`src/rtl/pc_predict_unit.sv`:
```
// Fetch PC register plus direct-mapped BTB with 2-bit counters; prediction is combinational, PC/BTB update 1 cycle, pc_en stalls.
// Optional PC_PERF_EN adds saturating redirect and BTB-hit counters.
module pc_predict_unit #(
   parameter int              PC_W        = 32,
   parameter logic [PC_W-1:0] RESET_PC    = '0,
   parameter int              BTB_ENTRIES = 16
) (
   input  logic            CLK,
   input  logic            nRST,
   input  logic            pc_en,
   output logic [PC_W-1:0] pc,
   output logic            pred_taken,
   output logic [PC_W-1:0] pred_npc,
   input  logic            redirect,
   input  logic [PC_W-1:0] redirect_pc,
   input  logic            upd_en,
   input  logic [PC_W-1:0] upd_pc,
   input  logic [PC_W-1:0] upd_target,
`ifdef PC_PERF_EN
   input  logic            upd_taken,
   output logic [31:0]     redirect_cnt,
   output logic [31:0]     btb_hit_cnt
`else
   input  logic            upd_taken
`endif
);

   localparam int IDX_W = $clog2(BTB_ENTRIES);
   localparam int TAG_W = PC_W - IDX_W - 2;

   logic [PC_W-1:0]  r_pc;
   logic             r_valid  [BTB_ENTRIES];
   logic [TAG_W-1:0] r_tag    [BTB_ENTRIES];
   logic [PC_W-1:0]  r_target [BTB_ENTRIES];
   logic [1:0]       r_ctr    [BTB_ENTRIES];

   logic [IDX_W-1:0] w_idx;
   logic [TAG_W-1:0] w_tag;
   logic             w_hit;
   logic [IDX_W-1:0] w_upd_idx;
   logic [TAG_W-1:0] w_upd_tag;
   logic             w_upd_hit;
   logic [1:0]       w_upd_ctr;
   logic             w_unused;

   assign w_idx      = r_pc[IDX_W+1:2];
   assign w_tag      = r_pc[PC_W-1:IDX_W+2];
   assign w_hit      = r_valid[w_idx] && (r_tag[w_idx] == w_tag);
   assign pred_taken = w_hit && r_ctr[w_idx][1];
   assign pred_npc   = pred_taken ? r_target[w_idx] : r_pc + PC_W'(4);
   assign pc         = r_pc;

   assign w_upd_idx = upd_pc[IDX_W+1:2];
   assign w_upd_tag = upd_pc[PC_W-1:IDX_W+2];
   assign w_upd_hit = r_valid[w_upd_idx] && (r_tag[w_upd_idx] == w_upd_tag);
   assign w_upd_ctr = r_ctr[w_upd_idx];
   assign w_unused  = ^upd_pc[1:0];

   always_ff @(posedge CLK or negedge nRST) begin
      if (!nRST) begin
         r_pc <= RESET_PC;
      end else if (redirect) begin
         r_pc <= redirect_pc;
      end else if (pc_en) begin
         r_pc <= pred_npc;
      end
   end

   // Lookup above reads pre-update state, so a same-index update shows up next cycle.
   always_ff @(posedge CLK or negedge nRST) begin
      if (!nRST) begin
         for (int i = 0; i < BTB_ENTRIES; i++) begin
            r_valid[i]  <= 1'b0;
            r_tag[i]    <= '0;
            r_target[i] <= '0;
            r_ctr[i]    <= 2'b00;
         end
      end else if (upd_en) begin
         if (w_upd_hit) begin
            if (upd_taken) begin
               r_target[w_upd_idx] <= upd_target;
               if (w_upd_ctr != 2'b11) r_ctr[w_upd_idx] <= w_upd_ctr + 2'd1;
            end else if (w_upd_ctr != 2'b00) begin
               r_ctr[w_upd_idx] <= w_upd_ctr - 2'd1;
            end
         end else if (upd_taken) begin
            r_valid[w_upd_idx]  <= 1'b1;
            r_tag[w_upd_idx]    <= w_upd_tag;
            r_target[w_upd_idx] <= upd_target;
            r_ctr[w_upd_idx]    <= 2'b10;
         end
      end
   end

`ifdef PC_PERF_EN
   logic [31:0] r_redirect_cnt;
   logic [31:0] r_btb_hit_cnt;

   always_ff @(posedge CLK or negedge nRST) begin
      if (!nRST) begin
         r_redirect_cnt <= '0;
         r_btb_hit_cnt  <= '0;
      end else begin
         if (redirect && (r_redirect_cnt != 32'hFFFF_FFFF))
            r_redirect_cnt <= r_redirect_cnt + 32'd1;
         if (pc_en && w_hit && (r_btb_hit_cnt != 32'hFFFF_FFFF))
            r_btb_hit_cnt <= r_btb_hit_cnt + 32'd1;
      end
   end

   assign redirect_cnt = r_redirect_cnt;
   assign btb_hit_cnt  = r_btb_hit_cnt;
`endif

endmodule
```
`config.mk`:
```
export PLATFORM = sky130hd
export DESIGN_NAME = pc_predict_unit
export DESIGN_NICKNAME = d
export VERILOG_FILES = /design/src/rtl/pc_predict_unit.sv
export SDC_FILE = /design/constraint.sdc
export NUM_CORES = 2
export LEC_CHECK = 0
export ABC_AREA = 1
export CORE_MARGIN = 3
export CORE_UTILIZATION = 55
export DETAILED_ROUTE_END_ITERATION = 8
export DONT_BUFFER_PORTS = 1
export PLACE_DENSITY = 0.73
export SLEW_MARGIN = 10
export SYNTH_ARGS = -nofsm -noshare
export SYNTH_HDL_FRONTEND = slang
export SYNTH_SLANG_ARGS = --single-unit
```
`constraint.sdc`:
```
create_clock -name CLK -period 3.2 [get_ports CLK]
set_input_delay 0.64 -clock CLK [delete_from_list [all_inputs] [get_ports CLK]]
set_output_delay 0.64 -clock CLK [all_outputs]
set_load 0.01 [all_outputs]
```
Yosys cells after proc, flatten, opt, wreduce, memory -nomap -nowiden. Cells that the tools add are included.

Add/sub/neg operators: 3. Reduce and logical (&&, ||, !) cells: 11. Eq/ne operators: 4. Magnitude comparators: 3. Multiplexer cells: 41. Bitwise gates (word level): 7.

Operators with widths (count): $bwmux 512 (1); $bwmux 416 (1); $mux 32 (11); $bmux 26 s4 (2); $mux 26 (5); $bmux 32 s4 (1); $demux 32 s4 (1); $demux 26 s4 (1); $bwmux 32 (2); $eq 26x26->1 (2); $add 32x3->32 const B (1); $or 16x16->16 (2); $and 16x16->16 (1); $bmux 2 s4 (2); $not 16->16 (1); $ge 5x5->1 const B (2); $mux 2 (5); $not 4->5 (2); $bmux 1 s4 (2); $demux 2 s4 (1); $reduce_bool 2->1 (4); $lt 5x1->1 const B (1); $mux 1 (5); $demux 1 s4 (1); other kinds (9) (12).

Register bits after elaboration: 1008. Output and inout bits: 65. Word-level logic and storage cells: 134. Input bits: 102.

Longest topological paths before layout.
Depth after elaboration: 10. Gate-level depth with buffers: 25. Mapped depth without buffers: 21.

Worst setup path after synthesis. No wires, ideal clock.

Path kind: flip-flop to output port. Start: reg r_pc[2], in the netlist pc[2]. End: out pred_npc[30]. Buffers on the path: 5. Required time: 2.560 ns. Arrival: 2.528 ns. Slack: 0.032 ns. Cell stages (with the launch flop): 19. Path through: dfrtp_1 > buf_2 > inv_2 > buf_4 > buf_4 > buf_4 > o21ai_1 > o211ai_1 > nand3_1 > nand2_1 > nand2_1 > nand4_1 > nor2_1 > nand2_1 > nor2_2 > nand2_2 > buf_2 > nand2_1 > and2_1.

Cells in the longest elaborated chain, start to end: 8. Elaborated cells on any way between the ends: 18. Classes of those cells: 1 x add/sub; 1 x eq/ne; 13 x mux; 1 x bitwise; 2 x reduce/logical.

RTL lines: start: declaration (RTL line 31) `logic [PC_W-1:0] r_pc;`; start signal: assignment (RTL line 63) `r_pc <= redirect_pc;`; start signal: assignment (RTL line 65) `r_pc <= pred_npc;`; $not 4->5 (implied by the code) (RTL line 48, 49, 50); $bmux 26 s4 (RTL line 48) `assign w_hit = r_valid[w_idx] && (r_tag[w_idx] == w_tag);`; $mux 26 (implied by the code) (2 in a row) (RTL line 48); $eq 26x26->1 (RTL line 48); $logic_and 1x1->1 (RTL line 48); $logic_and 1x1->1 (RTL line 49) `assign pred_taken = w_hit && r_ctr[w_idx][1];`; $mux 32 * (RTL line 50) `assign pred_npc = pred_taken ? r_target[w_idx] : r_pc + PC_W'(4);`; end: declaration (RTL line 13) `output logic [PC_W-1:0] pred_npc,`.

Every way passes the cells marked *; elsewhere a longest branch is shown, timed or not. The select of a mux whose other input is x is not followed.

Worst setup path after layout.
Start: reg r_pc[2], in the netlist pc[2]. End: out pred_npc[27].

The elaborated chain is that of the path after synthesis.

==> impl_metrics.ini <==
[run_status]
outcome = finished, violations left
violations = negative setup slack

[timing]
final-max-slew-violation-count = 0
final.setup.worst_slack_ns = -1.110
final_hold_viol_count = 0
period_needed_ns = 4.310
unrepaired_setup_endpoints_after_global_routing = yes
setup_viol = 34
finalSetupTns_ns = -34.67
slew_headroom = 0.2602
timing_worst_slew_pin_value_ns = 1.110
final.period_utilization = 1.347
maxClockFrequency_mhz = 232.0
clock_skew_ns = 0.05110

[yosys]
synth.cell_area_mm2 = 0.05220
synth.yosys.warnings = 0
syn_nets = 7187
synth.yosys.seq_area_share = 0.4832
synth-edff-count = 0
synthFlopType = dfrtp_1
synth_largest_type_area_fraction = 0.4832
gate_count_after_technology_mapping = 7082
fraction_of_synthesis_flops_using_an_asynchronous_set_or_reset_pin = 1.000
most_area_hungry_cell_type_in_the_yosys_netlist = dfrtp_1
synth.ff_latch_count = 1008
mean_area_per_synthesized_cell_um2 = 7.371
number_of_unique_standard_cell_types_used_by_synthesis = 40
post_synth_main_area_contributors = dfrtp_1 48%, nand2_1 17%, o21ai_0 14%

[finish]
nNetsFinal = 7173
most-common-layout-cells = 2276 x nand2_1, 1450 x o21ai_0, 1005 x dfrtp_1
instances_no_fill = 8415
fillers = 7889
post_route_cells_drive_above_1_share = 0.1190
multi_input_gate_area_in_the_final_layout_mm2 = 0.02437
final-seq-area_mm2 = 0.02523
layout_commonest_cell = nand2_1
final_area_mm2 = 0.06119
final_core_utilization = 0.6527
areaGrowthSynthToFinish_pct = 17.21

[global_route]
initial_antenna_violation_count = 5
grt_remaining_overflow = 0
grt_pass1_wl_mm = 281.0
grt_usage = 0.3690
grt_max_degree = 1009
first_global_vias = 47110

[clock_tree]
clkLatencyLatePin_ns = 0.72
tritoncts = built
worst_setup_hold_path_clk_slew_ns = 0.06
tritoncts_buffer_count = 107
clock_tree.htree_level_count = 3
clockBufferDepth = 3
clk_tree_root_cell = clkbuf_16
clock-sinks = 1008

[place]
dp_hpwl_mm = 110.5
routabilityCongestion = 0.9941
placed_cells_incl_taps = 8136
port_buffers = 0
postPlaceCellArea_mm2 = 0.05508

[route]
drtAntennaViolNets = 0
avgViaCountPerCell = 6.116
drt_first_iter_violations = 7752
routed-via-count = 51470
route.detailed.drc = 0
finalWirelength_mm = 188.0
detail_route.wl_per_cell_um = 22.34
drt_pass1_iterations = 8

[floorplanning]
placeable_core_area_mm2 = 0.09375
chipWidth_um = 314.1
i_o_pin_count = 167
die_area_mm2 = 0.09864
die_height_um = 314.1
initial_utilization = 0.5568
core.rowCount = 112

[critical_path]
setup.worst_path.start = pc[2]
crit_chain = buf_12, clkinv_16, buf_12, buf_16, a21oi_2, o21ai_1, o211ai_1, nand3_1, nand2_1, nand2_1, nand2_2, nand3_1, nor2_1, nand2_1, nor2_4, buf_12, buf_4, nand3_2, nand2_4
timing.critical_path.required_ns = 2.56
timing.critical_path.slowest_cell_delay_ns = 0.48
critical_register_to_register_path_startpoint = pc[2]
critPathArrivalTime_ns = 3.67
critical_path.max_fanout = 14
timing_worst_setup_path_type = flip-flop to output port
start_kind = flip-flop
crit_slowest_cell = dfrtp_4
crit_path_end_kind = output port

[power_and_ir_drop]
powerDensity_mw_per_mm2 = 619.7
peakVddDrop_uv = 477.4
power_mw = 37.92
power.static_leakage_nw = 29.25

[flow_run]
max_cap_violations = 0

[min_path]
hold_class = primary input to async pin
[routing by layer]
metal / global-route usage / vias up / routed length [um]
met5: 0 / - / 0
met4: 0.1896 / 0 / 10510
met3: 0.09486 / 662 / 24150
met2: 0.5618 / 3315 / 83160
met1: 0.4890 / 24310 / 70160
li1: - / 23190 / -
[synth_stat cells, types with 15 or more instances]
library cell	number
dfrtp_1	1008
and2_1	23
nor2_1	539
nor3_1	22
nand4_1	51
inv_1	334
nand3_1	220
clkbuf_1	334
o21ai_1	24
xor2_1	29
o211ai_1	78
o221ai_1	15
a31oi_1	23
buf_6	15
buf_2	145
a221oi_1	23
a21oi_1	105
buf_4	17
nand2_1	2366
o21ai_0	1495
o22ai_1	92
a22oi_1	48
buf_1	19
[report_power, final]
part	total (mW)	internal, mW	switching (mW)
Sequential	16.6	15.1	1.53
Clock	12.6	7.17	5.44
Combinational	8.73	3.29	5.44
Total	37.9	25.5	12.4
[kinds of logic after synthesis]
family,after synthesis,share of synthesized area
adders and majority gates,3,0.0007191
DFF,1008,0.4832
buffers and inverters,882,0.07056
xor gates and xnor gates,31,0.005201
and+or+nand+nor,3245,0.2449
AOI/OAI and AO/OA,1913,0.1954
[critical path, delay by kind of cell (launching register included)]
kind,cells,cell delay (ns)
buffers and inverters,6,0.95
AND/OR/NAND/NOR,10,1.20
flip-flops,1,0.48
AO/OA/AOI/OAI,3,0.31
[through the flow]
stage / setup slack [ns] / hold slack [ns]
floorplan: 0.03224 / 0.3444
global placement: -0.5806 / 0.4345
detailed placement: -0.6232 / 0.4297
CTS: -1.003 / -0.3157
global route: -1.260 / 0.02139
finish: -1.110 / 0.04062
[path summary, 6_finish.rpt]
| kind | cells after the start | slack (ns) | endpoint |
|---|---|---|---|
| max | 19 | -1.11 | pred_npc[27] |
| min | 1 | 0.04 | r_tag[29] |
| max reg2reg | 21 | -0.03 | pc[15] |
| min reg2reg | 2 | 0.48 | r_ctr[8] |
| max in group asynchronous | 4 | 0.43 | r_target[123] |
| min in group CLK | 2 | 0.04 | r_target[404] |
[state kept, by name, summed over array words and instances, names as in the netlist]
register / cells
r_ctr: 32
r_target: 512
pc: 32
r_tag: 416
r_valid: 16
[final cells by class]
cell class,count,area share
Clock inverter,40,0.006789
Tap cell,1254,0.02564
Multi-Input combinational cell,5192,0.3983
Sequential cell,1008,0.4124
Timing Repair inverter,4,0.001268
Antenna cell,3,0.0001227
Timing Repair Buffer,411,0.08208
Inverter,344,0.02182
Clock buffer,159,0.05155
[timing repair]
action                      CTS  global route
buffers inserted             31            14
hold endpoints to repair   1008             0
cloned                       20             9
pin swaps                    48            57
resized for setup           239           143
setup endpoints to repair    38           258
Power figures use the tool's default switching activity.
